$ cat config.mk
export PLATFORM = sky130hd
export DESIGN_NAME = clk_enable_scheduler
export DESIGN_NICKNAME = d
export VERILOG_FILES = /design/src/rtl/clk_enable_scheduler.sv
export SDC_FILE = /design/constraint.sdc
export NUM_CORES = 1
export LEC_CHECK = 0
export ABC_AREA = 0
export CAP_MARGIN = 30
export CORE_MARGIN = 2
export CORE_UTILIZATION = 50
export CTS_CLUSTER_SIZE = 30
export DETAILED_ROUTE_END_ITERATION = 10
export PLACE_DENSITY = 0.67
export SLEW_MARGIN = 20
export SYNTH_ARGS = -nofsm -noshare
export SYNTH_HDL_FRONTEND = slang
export SYNTH_SLANG_ARGS = --single-unit
$ cat constraint.sdc
create_clock -name clk -period 17.3 [get_ports clk]
set_input_delay 2.595 -clock clk [delete_from_list [all_inputs] [get_ports clk]]
set_output_delay 2.595 -clock clk [all_outputs]
set_load 0.02 [all_outputs]
$ cat src/rtl/clk_enable_scheduler.sv
// Four-channel programmable clock-enable generator with glitch-free retargeting.
// Ports: clk, rst, cfg_valid/cfg_ready/cfg_ch/cfg_div/cfg_done, tick, clk_out, active.
module clk_enable_scheduler #(
  parameter int          W    = 26,
  parameter int unsigned DIV0 = 37500000,
  parameter int unsigned DIV1 = 3,
  parameter int unsigned DIV2 = 0,
  parameter int unsigned DIV3 = 0
) (
  input  logic         clk,
  input  logic         rst,
  input  logic         cfg_valid,
  output logic         cfg_ready,
  input  logic [1:0]   cfg_ch,
  input  logic [W-1:0] cfg_div,
  output logic         cfg_done,
  output logic [3:0]   tick,
  output logic [3:0]   clk_out,
  output logic [3:0]   active
);

  typedef enum logic {
    IDLE,
    PENDING
  } state_t;

  state_t       state;
  logic [1:0]   ch_p;
  logic [W-1:0] div_p;
  logic [W-1:0] cnt_r [4];
  logic [W-1:0] div_r [4];
  logic [W-1:0] div_rst [4];
  logic [3:0]   wrap;
  logic         apply;

  assign div_rst[0] = W'(DIV0);
  assign div_rst[1] = W'(DIV1);
  assign div_rst[2] = W'(DIV2);
  assign div_rst[3] = W'(DIV3);

  assign cfg_ready = (state == IDLE);

  // wrap marks the period boundary of an enabled channel
  always_comb begin
    wrap   = '0;
    active = '0;
    for (int i = 0; i < 4; i++) begin
      active[i] = (div_r[i] != '0);
      wrap[i]   = active[i] && (cnt_r[i] == div_r[i] - W'(1));
    end
  end

  // an off channel has no boundary to wait for
  always_comb begin
    apply = 1'b0;
    if (state == PENDING)
      apply = (div_r[ch_p] == '0) || wrap[ch_p];
  end

  always_ff @(posedge clk or posedge rst) begin
    if (rst) begin
      state    <= IDLE;
      ch_p     <= '0;
      div_p    <= '0;
      cfg_done <= 1'b0;
      tick     <= '0;
      clk_out  <= '0;
      for (int i = 0; i < 4; i++) begin
        cnt_r[i] <= '0;
        div_r[i] <= div_rst[i];
      end
    end else begin
      cfg_done <= apply;
      unique case (state)
        IDLE: begin
          if (cfg_valid) begin
            ch_p  <= cfg_ch;
            div_p <= cfg_div;
            state <= PENDING;
          end
        end
        PENDING: begin
          if (apply)
            state <= IDLE;
        end
        default: state <= IDLE;
      endcase
      for (int i = 0; i < 4; i++) begin
        if (div_r[i] == '0) begin
          cnt_r[i]   <= '0;
          tick[i]    <= 1'b0;
          clk_out[i] <= 1'b0;
        end else if (wrap[i]) begin
          cnt_r[i]   <= '0;
          tick[i]    <= 1'b1;
          clk_out[i] <= ~clk_out[i];
        end else begin
          cnt_r[i]   <= cnt_r[i] + W'(1);
          tick[i]    <= 1'b0;
        end
        if (apply && (ch_p == 2'(i))) begin
          div_r[i] <= div_p;
          cnt_r[i] <= '0;
          // disabling wins over the boundary tick/toggle
          if (div_p == '0) begin
            tick[i]    <= 1'b0;
            clk_out[i] <= 1'b0;
          end
        end
      end
    end
  end

endmodule

* Word level (Yosys, flattened, before mapping)
Cells that the tools add are included.
Cells by class: bitwise operators 6, mux-type cells 53, add/sub/neg operators 8, reduce and logical (&&, ||, !) cells 21, equal/unequal tests 7, magnitude comparators 2
Operators by type and width (count):
- $mux W26 | 14
- $logic_not A26 Y1 | 6
- $add A26 B1 Y26 const B | 4
- $eq A26 B26 Y1 | 4
- $reduce_bool A26 Y1 | 4
- $sub A26 B1 Y26 const B | 4
- $bmux W26 S2 | 1
- $mux W1 | 36
- $logic_and A1 B1 Y1 | 8
- $not A1 Y1 | 5
- $eq A2 B2 Y1 const B | 2
- $ge A3 B3 Y1 const B | 1
- $lt A2 B3 Y1 const B | 1
- $not A2 Y3 | 1
- $bmux W1 S2 | 1
- $eq A2 B1 Y1 const B | 1
- $logic_not A2 Y1 | 1
- $pmux W1 S2 | 1
- $reduce_and A2 Y1 | 1
- $logic_or A1 B1 Y1 | 1
Word-level totals: bits of input ports 31, output and inout bits 14, flip-flop bits (word level) 246

* Depth between registers and ports, before layout
Gate-level depths: netlist of run 1.
word-level depth 9, gate-level depth with buffers 14, depth with buffers taken out 11

* Worst setup path after synthesis of run 1
No wires, ideal clock.
kind reg2out, start register div_r[9] (netlist bit), end output port active[3], required time 14705 ps, slack 12688 ps, cell stages (with the launch flop) 7, arrival time 2017 ps, buffers on the path 1, cells stage by stage dfrtp_1 clkbuf_1 nor4_1 nand4_1 nor4b_1 and3_1 inv_1
Between the ends: longest elaborated chain between the ends 1
Ends and longest elaborated chain:
- start, declared | RTL line 31 | logic [W-1:0] div_r [4];
- start signal, assigned by index | RTL line 70 | div_r[i] <= div_rst[i];
- start signal, assigned by index | RTL line 102 | div_r[i] <= div_p;
- $reduce_bool A26 Y1 | RTL line 48 | active[i] = (div_r[i] != '0);
- end, declared | RTL line 19 | output logic [3:0] active
Every way passes these cells.

* Final worst setup path of run 1
Ends and elaborated chain as after synthesis.

==> results of run 1 <==
-- layout make-up --
cell class | instances | area [um^2]
Clock buffer | 42 | 865
Clock inverter | 9 | 150
Fill cell | 2535 | 12300
Inverter | 29 | 116
Multi-Input combinational cell | 1110 | 7900
Sequential cell | 246 | 6170
Tap cell | 384 | 480
Timing Repair Buffer | 58 | 592
-- layout by cell type, fill, tap and decap left out, drive strengths merged, types with 5 or more instances in the layout --
cell type      instances
dfrtp                234
nor2                 164
mux2                 131
xnor2                130
xor2                  92
nor3                  83
nand3                 70
nand2                 65
nor4                  45
clkdlybuf4s50         44
clkbuf                43
nand4                 41
inv                   29
o21ai                 24
and3                  22
a21oi                 19
or3                   18
or4                   18
and4                  14
nand2b                13
buf                   13
ha                    12
dfstp                 12
nor2b                 10
a31oi                  9
nor3b                  8
nor4b                  7
nand4b                 7
a211oi                 6
a2111oi                6
nand3b                 6
o22ai                  5
o211ai                 5
-- stage by stage --
step,instance area (um^2),total power [mW],setup slack [ns]
2_1_floorplan,14400,1.78,7.97
3_3_place_gp,15200,2.05,11.84
3_5_place_dp,15200,2.08,11.71
4_1_cts,16200,2.74,11.11
5_1_grt,16300,2.90,10.91
6_report,16300,2.74,11.01
-- power by group through the flow --
| stage | registers, mW | clock network (mW) | logic, mW |
|---|---|---|---|
| final | 1.14 | 0.644 | 0.954 |
| after global routing | 1.17 | 0.679 | 1.05 |
| after CTS | 1.13 | 0.657 | 0.948 |
| after detailed placement | 1.14 | 0 | 0.943 |
| after global placement | 1.13 | 0 | 0.918 |
| after floorplan | 0.956 | 0 | 0.823 |
-- sequential cells by signal, indices dropped and copies added, names as in the netlist --
name / cells
tick: 4
cnt_r: 104
cfg_done: 1
div_r: 104
div_p: 26
clk_out: 4
state: 1
ch_p: 2
-- routing by layer --
metal  global-route usage, %  part of all wire [%]
met5                       0                     0
met4                    6.86                   3.0
met3                    5.23                   6.7
met2                    37.9                    45
met1                    33.7                    45
-- worst max path at each step --
stage                     startpoint        end  slack [ns]  cells after the start
after global placement      div_r[9]  active[3]       11.84                      6
final                       div_r[9]  active[3]       11.01                      6
after detailed placement    div_r[9]  active[3]       11.71                      6
after global routing        div_r[9]  active[3]       10.91                      6
after floorplan                  rst   cfg_done        7.97                      1
after CTS                   div_r[9]  active[3]       11.11                      6
-- kinds of logic after synthesis --
family                     count (synthesis)  share of synthesized area, %
muxes                                    135                          11.0
AOI/OAI and AO/OA                        131                          6.77
DFF                                      246                          42.8
adders and majority gates                 12                          1.04
and+or+nand+nor                          609                          22.1
buffers and inverters                     91                          2.66
xor gates and xnor gates                 223                          13.6
==> impl_results.md, run 1 <==
- Syn nets: 1490
- Post-DR vias/cell: 5.93
- Bufs and invs on worst path: 2
- Crit path launch type: flop
- Share of layout cells above drive strength 1: between 10% and 20%
- Status: completed
- Final period util: around 36%
- Most frequent cell after synthesis: dfrtp_1
- Clk sinks: 246
- Final Critical Period: ~6.3 ns
- Clk buf depth: 3
- Worst R2R Path Depth: 12
- Max Freq: around 160 MHz
- Vias in the first global route: around 11000
- Mapped Cells: approximately 1400
- P per Cell Area: about 170 nW/um^2
- Antenna Cells: 0
- Initial Utilization: between 50 and 60%
- TritonCTS clock tree: yes
- Via count: 11100
- Finished Core Util: between 50 and 60%
- CP endpoint kind: primary output
- Clock power frac: a little under a quarter
- Seq pwr share: between 40% and 50%
- Max_slew headroom: a little under a third
- CTS resizes: 0
- Worst vdd ir: 101 uV
- Pleak: between 6 and 7 nW
- WS Path Type: reg -> out
- Cts hold-fix bufs: 0
- Global route overflow: 0
- Hold Path Origin: cnt_r[0]
- Setup slack, reg-to-reg: approximately 12 ns
- Hold Crit Depth: 1
- Cts bufs inserted: 28
- Post-synth EDFFs: 0
- Die area: slightly above 30000 um^2
- Die width: 174 um
- Switch Pwr: between 1 and 1.5 mW
- Post-Route Setup TNS: 0 ns
- Area Overhead vs Synth: 12.8%
- Final setup fails: 0
- Initial DRC count: about 730
- Detail Placement HPWL: 26.2 mm
- Rows: between 60 and 70
- Hold slack: between 0.5 and 0.6 ns
- Critical Path Slowest Stage Cell: nor4_1
- Number of max-cap violations: 0
- Number of I/O pins: 45
- Hold Path Sink: cnt_r[0]
- Seq cells post-synth: around 250
- Nets: ~1500
- HP Class: reg -> reg
- DR pass1 iterations: 5
- Core Area: 28500 um^2
- Final hold violations: 0
- Top-area cell type share of the netlist area: 40.6%
- Cell Chain, Critical Path: nor4_1 > nand4_1 > nor4b_1 > and3_1 > inv_1 > clkdlybuf4s50_1
- CP Max Fanout: 8
- Worst path required time: between 10 and 15 ns
- Unique cell type count in the Yosys netlist: 80
- Post-Layout Cell Count: roughly 1900
- Worst-Skew Late Latency: between 0.5 and 0.6 ns
- Sequential share of the synthesized area: between 40% and 50%
- Top delay family on crit path: simple AND/OR/NAND/NOR gates
- Clk_skew: approximately 0.011 ns
- Final Max Slew Viols: 0
- First-pass GRT wire length: between 50 and 60 mm
- Synth Area per Inst: between 9 and 10 um^2
- Remaining antenna violation count: 0
- CTS root buf: clkbuf_16
- Post-synth top area cell: dfrtp_1
- Synthesized cell area: 14400 um^2
- Reg2reg end: div_r[93]
- Ys async rst share: 100%
- Crit-path max cell delay: 0.79 ns
- Initial antenna violation count: 0
- RSZ-0062 raised after global routing: false
- Clock-pin slew on the worst setup and hold paths: 0.06 ns
- Die H: 174 um
- Net Sw Frac: between 30% and 40%
- Residual DRC: 0
- Cells after DPL: roughly 1800
- GRT Util Overall: 24.1%
- Synth top cells by count: 234 x dfrtp_1, 164 x nor2_1, 130 x xnor2_1
- Drt wl/cell: 19.4 um
- Routability cong.: roughly 0.90
- Pint: between 1.5 and 2 mW
- Top cells by area, synth: dfrtp_1 41%, mux2_2 8.7%, xnor2_1 7.9%
- DRT Wirelength: ~36 mm
- Transition time of the tightest slew-check pin: slightly above 1 ns
- Port bufs: 44
- Most used DFF post-synth: dfrtp_1
- Setup Buffers After CTS: 0
- CTS H-tree depth: 1
- Reg-to-reg critical path startpoint: div_r[26]
- Yosys warning count: 0
- Comb pwr share: 34.8%
- Pin count of the biggest net entering global routing: ~110
- Critical path arrival: 3.70 ns
No activity file was read; power rests on OpenSTA's default activity.
==> run 2: changes to the inputs <==
==> constraint.sdc (replaced) <==
create_clock -name clk -period 5.9 [get_ports clk]
set_input_delay 0.885 -clock clk [delete_from_list [all_inputs] [get_ports clk]]
set_output_delay 0.885 -clock clk [all_outputs]
set_load 0.02 [all_outputs]
==> impl_results.md, run 2 (synthesis gave the netlist of run 1 again) <==
- Status: completed (unchanged)
- HP Class: reg -> reg (unchanged)
- Setup slack, reg-to-reg: 1.09 ns (was 12.42 ns)
- Clk sinks: 246 (unchanged)
- GRT Util Overall: 24.5% (was 24.1%)
- Routability cong.: 0.897 (was 0.901)
- Finished Core Util: 56.6% (was 57.0%)
- CTS resizes: 0 (unchanged)
- Crit path from: div_r[9] (unchanged)
- First-pass GRT wire length: 60.0 mm (was 58.8 mm)
- Final hold violations: 0 (unchanged)
- Initial Utilization: 50.6% (unchanged)
- Pint: 4.72 mW (was 1.66 mW)
- Reg-to-reg critical path startpoint: div_r[40] (was div_r[26])
- Drt wl/cell: 19.5 um (was 19.4 um)
- Worst slack, placed: 1.10 ns (was 11.71 ns)
- DR pass1 iterations: 4 (was 5)
- Worst path required time: 5.02 ns (was 14.70 ns)
- Pin count of the biggest net entering global routing: 122 (was 113)
- CTS H-tree depth: 1 (unchanged)
- Antenna Cells: 0 (unchanged)
- Nets: 1516 (unchanged)
- Worst-Skew Late Latency: 0.55 ns (about the same)
- Max_slew headroom: 35.2% (was 31.4%)
- Initial antenna violation count: 0 (unchanged)
- Worst R2R Path Depth: 9 (was 12)
- Most frequent cells in the layout: 234 x dfrtp_1, 164 x nor2_1, 130 x xnor2_1, 111 x mux2_2, 92 x xor2_1 (unchanged)
- Final Critical Period: approximately 4.8 ns
- Setup crit end: active[3] (unchanged)
- Post-route design area: 16200 um^2 (was 16300 um^2)
- Final Max Slew Viols: 0 (unchanged)
- Share of layout cells above drive strength 1: 15.0% (was 15.1%)
- Rows: 62 (unchanged)
- Max Freq: 206 MHz
- Switch Pwr: 3.14 mW (was 1.08 mW)
- Commonest non-fill, non-tap cell in the layout: dfrtp_1 (unchanged)
- WS Path Type: reg -> out (unchanged)
- Critical path arrival: 3.96 ns (was 3.70 ns)
- Clock-pin slew on the worst setup and hold paths: 0.06 ns (about the same)
- Die area: 30200 um^2 (unchanged)
- Die H: 174 um (unchanged)
- Initial DRC count: 685 (was 725)
- DP Area: 15200 um^2 (about the same)
- Reg2reg end: div_r[93] (unchanged)
- Transition time of the tightest slew-check pin: 0.968 ns (was 1.02 ns)
- Crit path launch type: flop (unchanged)
- Filler cells: 2562 (was 2535)
- Post-DR vias/cell: 5.89 (was 5.93)
- Seq pwr share: 42.7% (was 41.7%)
- Core Area: 28500 um^2 (unchanged)
- Remaining antenna violation count: 0 (unchanged)
- CP endpoint kind: primary output (unchanged)
- Port bufs: 44 (unchanged)
- P per Cell Area: 486 nW/um^2 (was 168 nW/um^2)
- Comb pwr share: 35.4% (was 34.8%)
- Post-Route Setup TNS: 0 ns (unchanged)
- Final period util: 82.1%
- DRT Wirelength: 36.5 mm (about the same)
- Detail Placement HPWL: 26.1 mm (was 26.2 mm)
- Vias in the first global route: 11000 (was 10900)
- RSZ-0062 raised after global routing: false (unchanged)
- Largest registers: cnt_r (104), div_r (104), div_p (26) (unchanged)
- Die width: 174 um (unchanged)
- Cts bufs inserted: 27 (was 28)
- Cts hold-fix bufs: 0 (unchanged)
- Area Overhead vs Synth: 12.0% (was 12.8%)
- Via count: 11000 (was 11100)
- Hold slack: 0.539 ns (was 0.531 ns)
- Clock power frac: 21.9% (was 23.5%)
- Worst vdd ir: 293 uV (was 101 uV)
- Final setup fails: 0 (unchanged)
- TritonCTS clock tree: yes (unchanged)
- Clk buf depth: 3 (unchanged)
- Global route overflow: 0 (unchanged)
- Number of I/O pins: 45 (unchanged)
- CP Max Fanout: 8 (unchanged)
- CTS root buf: clkbuf_16 (unchanged)
- Setup Buffers After CTS: 0 (unchanged)
- Final WS setup: 1.06 ns (was 11.01 ns)
- Net Sw Frac: 39.9% (was 39.4%)
- Residual DRC: 0 (unchanged)
- Number of max-cap violations: 0 (unchanged)
- Pleak: 6.49 nW (was 6.54 nW)
- Clk_skew: 0.0265 ns (was 0.0107 ns)
-- run 2: cell count changes in the layout (fill, tap and decap cells not counted) --
cell	delta
buf_4	+2
inv_6	+1
clkinv_2	+5
buf_6	-1
o21ai_1	+1
inv_8	-1
buf_16	-2
buf_8	+1
buf_2	-1
clkbuf_16	-2
clkbuf_8	-4
bufinv_16	-1
buf_12	+2
o21ai_2	-1
-- run 2: layer usage --
metal  share of wire [%]  GRT usage (%)  up-vias  routed length (um)
met2                  47           39.6      288               17000
met4                 1.7           4.55        0                 607
met1                  46           34.7     5445               16800
met3                 5.8           4.75       45                2120
met5                   0              0        -                   0
li1                    -              -     5269                   -
-- run 2: layout make-up --
type	instances	area (um^2)	share of cell area, %
Clock buffer	36	759	4.70
Multi-Input combinational cell	1110	7900	48.9
Tap cell	384	480	2.97
Clock inverter	13	146	0.906
Inverter	29	113	0.697
Timing Repair Buffer	59	591	3.65
Sequential cell	246	6170	38.2
-- run 2: critical path, cell delays in order (launching register included) --
cell	delay (ns)
dfrtp_1	0.47
nor4_1	0.84
nand4_1	0.33
nor4b_1	0.75
and3_1	0.37
inv_1	0.12
clkdlybuf4s50_1	0.55
-- run 2: metrics by stage --
step                      std cells  power [mW]
after floorplan                1447        5.22
after global placement         1824        6.03
after detailed placement       1824        6.10
after CTS                      1873        7.85
after global routing           1877        8.39
final                          1877        7.86
-- run 2: how the worst min path moves through the flow --
stage,startpoint,to,slack (ns),cells after the start
floorplan,cnt_r[26],cnt_r[26],0.48,1
global placement,cnt_r[0],cnt_r[0],0.52,1
detailed placement,cnt_r[0],cnt_r[0],0.53,1
CTS,cnt_r[0],cnt_r[0],0.54,1
global route,cnt_r[52],cnt_r[52],0.57,1
finish,cnt_r[52],cnt_r[52],0.54,1
-- run 2: power groups by stage --
stage	sequential (mW)	clock, mW	combinational [mW]
2_1_floorplan	2.80	0	2.41
3_3_place_gp	3.34	0	2.69
3_5_place_dp	3.36	0	2.74
4_1_cts	3.33	1.76	2.76
5_1_grt	3.45	1.83	3.10
6_report	3.35	1.72	2.78
==> run 3: changes to the inputs <==
==> constraint.sdc (replaced) <==
create_clock -name clk -period 5 [get_ports clk]
set_input_delay 0.75 -clock clk [delete_from_list [all_inputs] [get_ports clk]]
set_output_delay 0.75 -clock clk [all_outputs]
set_load 0.02 [all_outputs]
==> impl_results.md, run 3 (synthesis gave the netlist of run 1 again) <==
- Setup Buffers After CTS: 0 (unchanged)
- Hold Crit Depth: 1 (unchanged)
- Clock-pin slew on the worst setup and hold paths: 0.06 ns (about the same)
- Port bufs: 44 (unchanged)
- Setup slack, reg-to-reg: 0.41 ns (was 1.09 ns)
- Drt wl/cell: 19.0 um (was 19.5 um)
- First-pass GRT wire length: 58.5 mm (was 60.0 mm)
- Largest registers: cnt_r (104), div_r (104), div_p (26) (unchanged)
- Initial DRC count: 757 (was 685)
- Remaining antenna violation count: 0 (unchanged)
- Final Max Slew Viols: 0 (unchanged)
- Commonest non-fill, non-tap cell in the layout: dfrtp_1 (unchanged)
- Clk_skew: 0.0145 ns (was 0.0265 ns)
- RSZ-0062 raised after global routing: false (unchanged)
- Post-Route Setup TNS: 0 ns (unchanged)
- Critical Path Slowest Stage Cell: nor4_1 (unchanged)
- Share of layout cells above drive strength 1: 15.2% (was 15.0%)
- Area Overhead vs Synth: 12.3% (was 12.0%)
- Final Critical Period: approximately 4.6 ns
- DRT Wirelength: 35.8 mm (was 36.5 mm)
- Comb pwr share: 35.8% (was 35.4%)
- Status: completed (unchanged)
- Via count: 11200 (was 11000)
- Worst slack, placed: 0.452 ns (was 1.10 ns)
- P per Cell Area: 571 nW/um^2 (was 486 nW/um^2)
- Clock power frac: 21.4% (was 21.9%)
- TritonCTS clock tree: yes (unchanged)
- Residual DRC: 0 (unchanged)
- Crit path launch type: flop (unchanged)
- Detail Placement HPWL: 25.8 mm (was 26.1 mm)
- Clk sinks: 246 (unchanged)
- Hold Path Origin: cnt_r[0] (was cnt_r[52])
- Crit path from: div_r[68] (was div_r[9])
- CTS resizes: 0 (unchanged)
- Core Area: 28500 um^2 (unchanged)
- Die area: 30200 um^2 (unchanged)
- Hold Path Sink: cnt_r[0] (was cnt_r[52])
- Cts hold-fix bufs: 0 (unchanged)
- DR pass1 iterations: 7 (was 4)
- Pleak: 6.51 nW (was 6.49 nW)
- GRT Util Overall: 23.7% (was 24.5%)
- Antenna Cells: 0 (unchanged)
- Clk buf depth: 3 (unchanged)
- Rows: 62 (unchanged)
- Crit-path max cell delay: 0.90 ns (was 0.84 ns)
- Reg-to-reg critical path startpoint: div_r[26] (was div_r[40])
- Number of max-cap violations: 0 (unchanged)
- Final setup fails: 0 (unchanged)
- Nets: 1526 (was 1516)
- Switch Pwr: 3.70 mW (was 3.14 mW)
- Cts bufs inserted: 27 (unchanged)
- Post-DR vias/cell: 5.93 (was 5.89)
- Critical path arrival: 3.88 ns (was 3.96 ns)
- Global route overflow: 0 (unchanged)
- Reg2reg end: div_r[2] (was div_r[93])
- HP Class: reg -> reg (unchanged)
- Max_slew headroom: 28.1% (was 35.2%)
- CTS root buf: clkbuf_16 (unchanged)
- Multi-input logic area: 7900 um^2 (unchanged)
- Die H: 174 um (unchanged)
- FF+latch area: 6170 um^2 (unchanged)
- Final period util: 92.5%
- Max Freq: ~220 MHz
- Worst vdd ir: 349 uV (was 293 uV)
- Die width: 174 um (unchanged)
- WS Path Type: reg -> out (unchanged)
- CP endpoint kind: primary output (unchanged)
- CP Max Fanout: 5 (was 8)
- Cell Chain, Critical Path: or3_1 > or4_1 > nor4_1 > nand3_1 > clkdlybuf4s50_1 (was nor4_1 > nand4_1 > nor4b_1 > and3_1 > inv_1 > clkdlybuf4s50_1)
- Pint: 5.57 mW (was 4.72 mW)
- Final hold violations: 0 (unchanged)
- Worst R2R Path Depth: 13 (was 9)
- Pin count of the biggest net entering global routing: 98 (was 122)
- Routability cong.: 0.893 (was 0.897)
- Final WS setup: 0.373 ns (was 1.06 ns)
- Filler cells: 2545 (was 2562)
- Initial Utilization: 50.6% (unchanged)
- Seq pwr share: 42.8% (was 42.7%)
- Vias in the first global route: 10900 (was 11000)
- Worst-Skew Late Latency: 0.55 ns (about the same)
- Initial antenna violation count: 0 (unchanged)
- Number of I/O pins: 45 (unchanged)
- Net Sw Frac: 39.9% (about the same)
- Worst path required time: 4.25 ns (was 5.02 ns)
- Transition time of the tightest slew-check pin: 1.07 ns (was 0.968 ns)
- Most frequent cells in the layout: 234 x dfrtp_1, 164 x nor2_1, 130 x xnor2_1, 111 x mux2_2, 92 x xor2_1 (unchanged)
- CTS H-tree depth: 1 (unchanged)
-- run 3: worst max-delay path, delay by kind of cell (launching register included) --
family / cells / cell delay (ns)
and+or+nand+nor: 4 / 2.25
DFF: 1 / 0.44
buffers and inverters: 1 / 0.64
-- run 3: stage by stage --
step / hold WS [ns] / area (um^2) / utilization (%) / power [mW] / cells
CTS: 0.542 / 16200 / 56.7 / 9.25 / 1884
floorplan: 0.483 / 14400 / - / 6.16 / 1447
detailed placement: 0.531 / 15300 / 53.7 / 7.23 / 1836
finish: 0.540 / 16200 / 56.8 / 9.26 / 1886
global route: 0.568 / 16200 / 56.8 / 9.84 / 1886
global placement: 0.530 / 15300 / 53.6 / 7.13 / 1835
-- run 3: area by class of cell --
class,count,share of cell area (%)
clock buffer,40,4.78
clock inverter,8,0.610
inverter,29,0.695
multi-input combinational,1110,48.7
sequential,246,38.1
tap,384,2.96
timing repair buffer,69,4.17
-- run 3: worst max path at each step --
| stage | end | cells past startpoint | slack [ns] |
|---|---|---|---|
| after CTS | div_r[2] | 12 | 0.44 |
| after detailed placement | div_r[13] | 12 | 0.45 |
| after floorplan | div_r[0] | 11 | 0.95 |
| after global placement | div_r[1] | 11 | 0.49 |
| final | active[1] | 5 | 0.37 |
| after global routing | div_r[2] | 13 | 0.12 |
-- run 3: per-layer routing --
| layer | global-route usage [%] | wire (um) | vias to the layer above |
|---|---|---|---|
| li1 | - | - | 5299 |
| met1 | 33.2 | 16100 | 5473 |
| met2 | 38.0 | 16300 | 348 |
| met3 | 4.94 | 2450 | 70 |
| met4 | 5.60 | 885 | 0 |
| met5 | 0 | 0 | - |
-- run 3: power groups by stage --
stage	combinational (mW)	clock [mW]	sequential, mW
2_1_floorplan	2.85	0	3.31
3_3_place_gp	3.20	0	3.93
3_5_place_dp	3.27	0	3.96
4_1_cts	3.29	2.03	3.93
5_1_grt	3.68	2.10	4.06
6_report	3.32	1.98	3.97
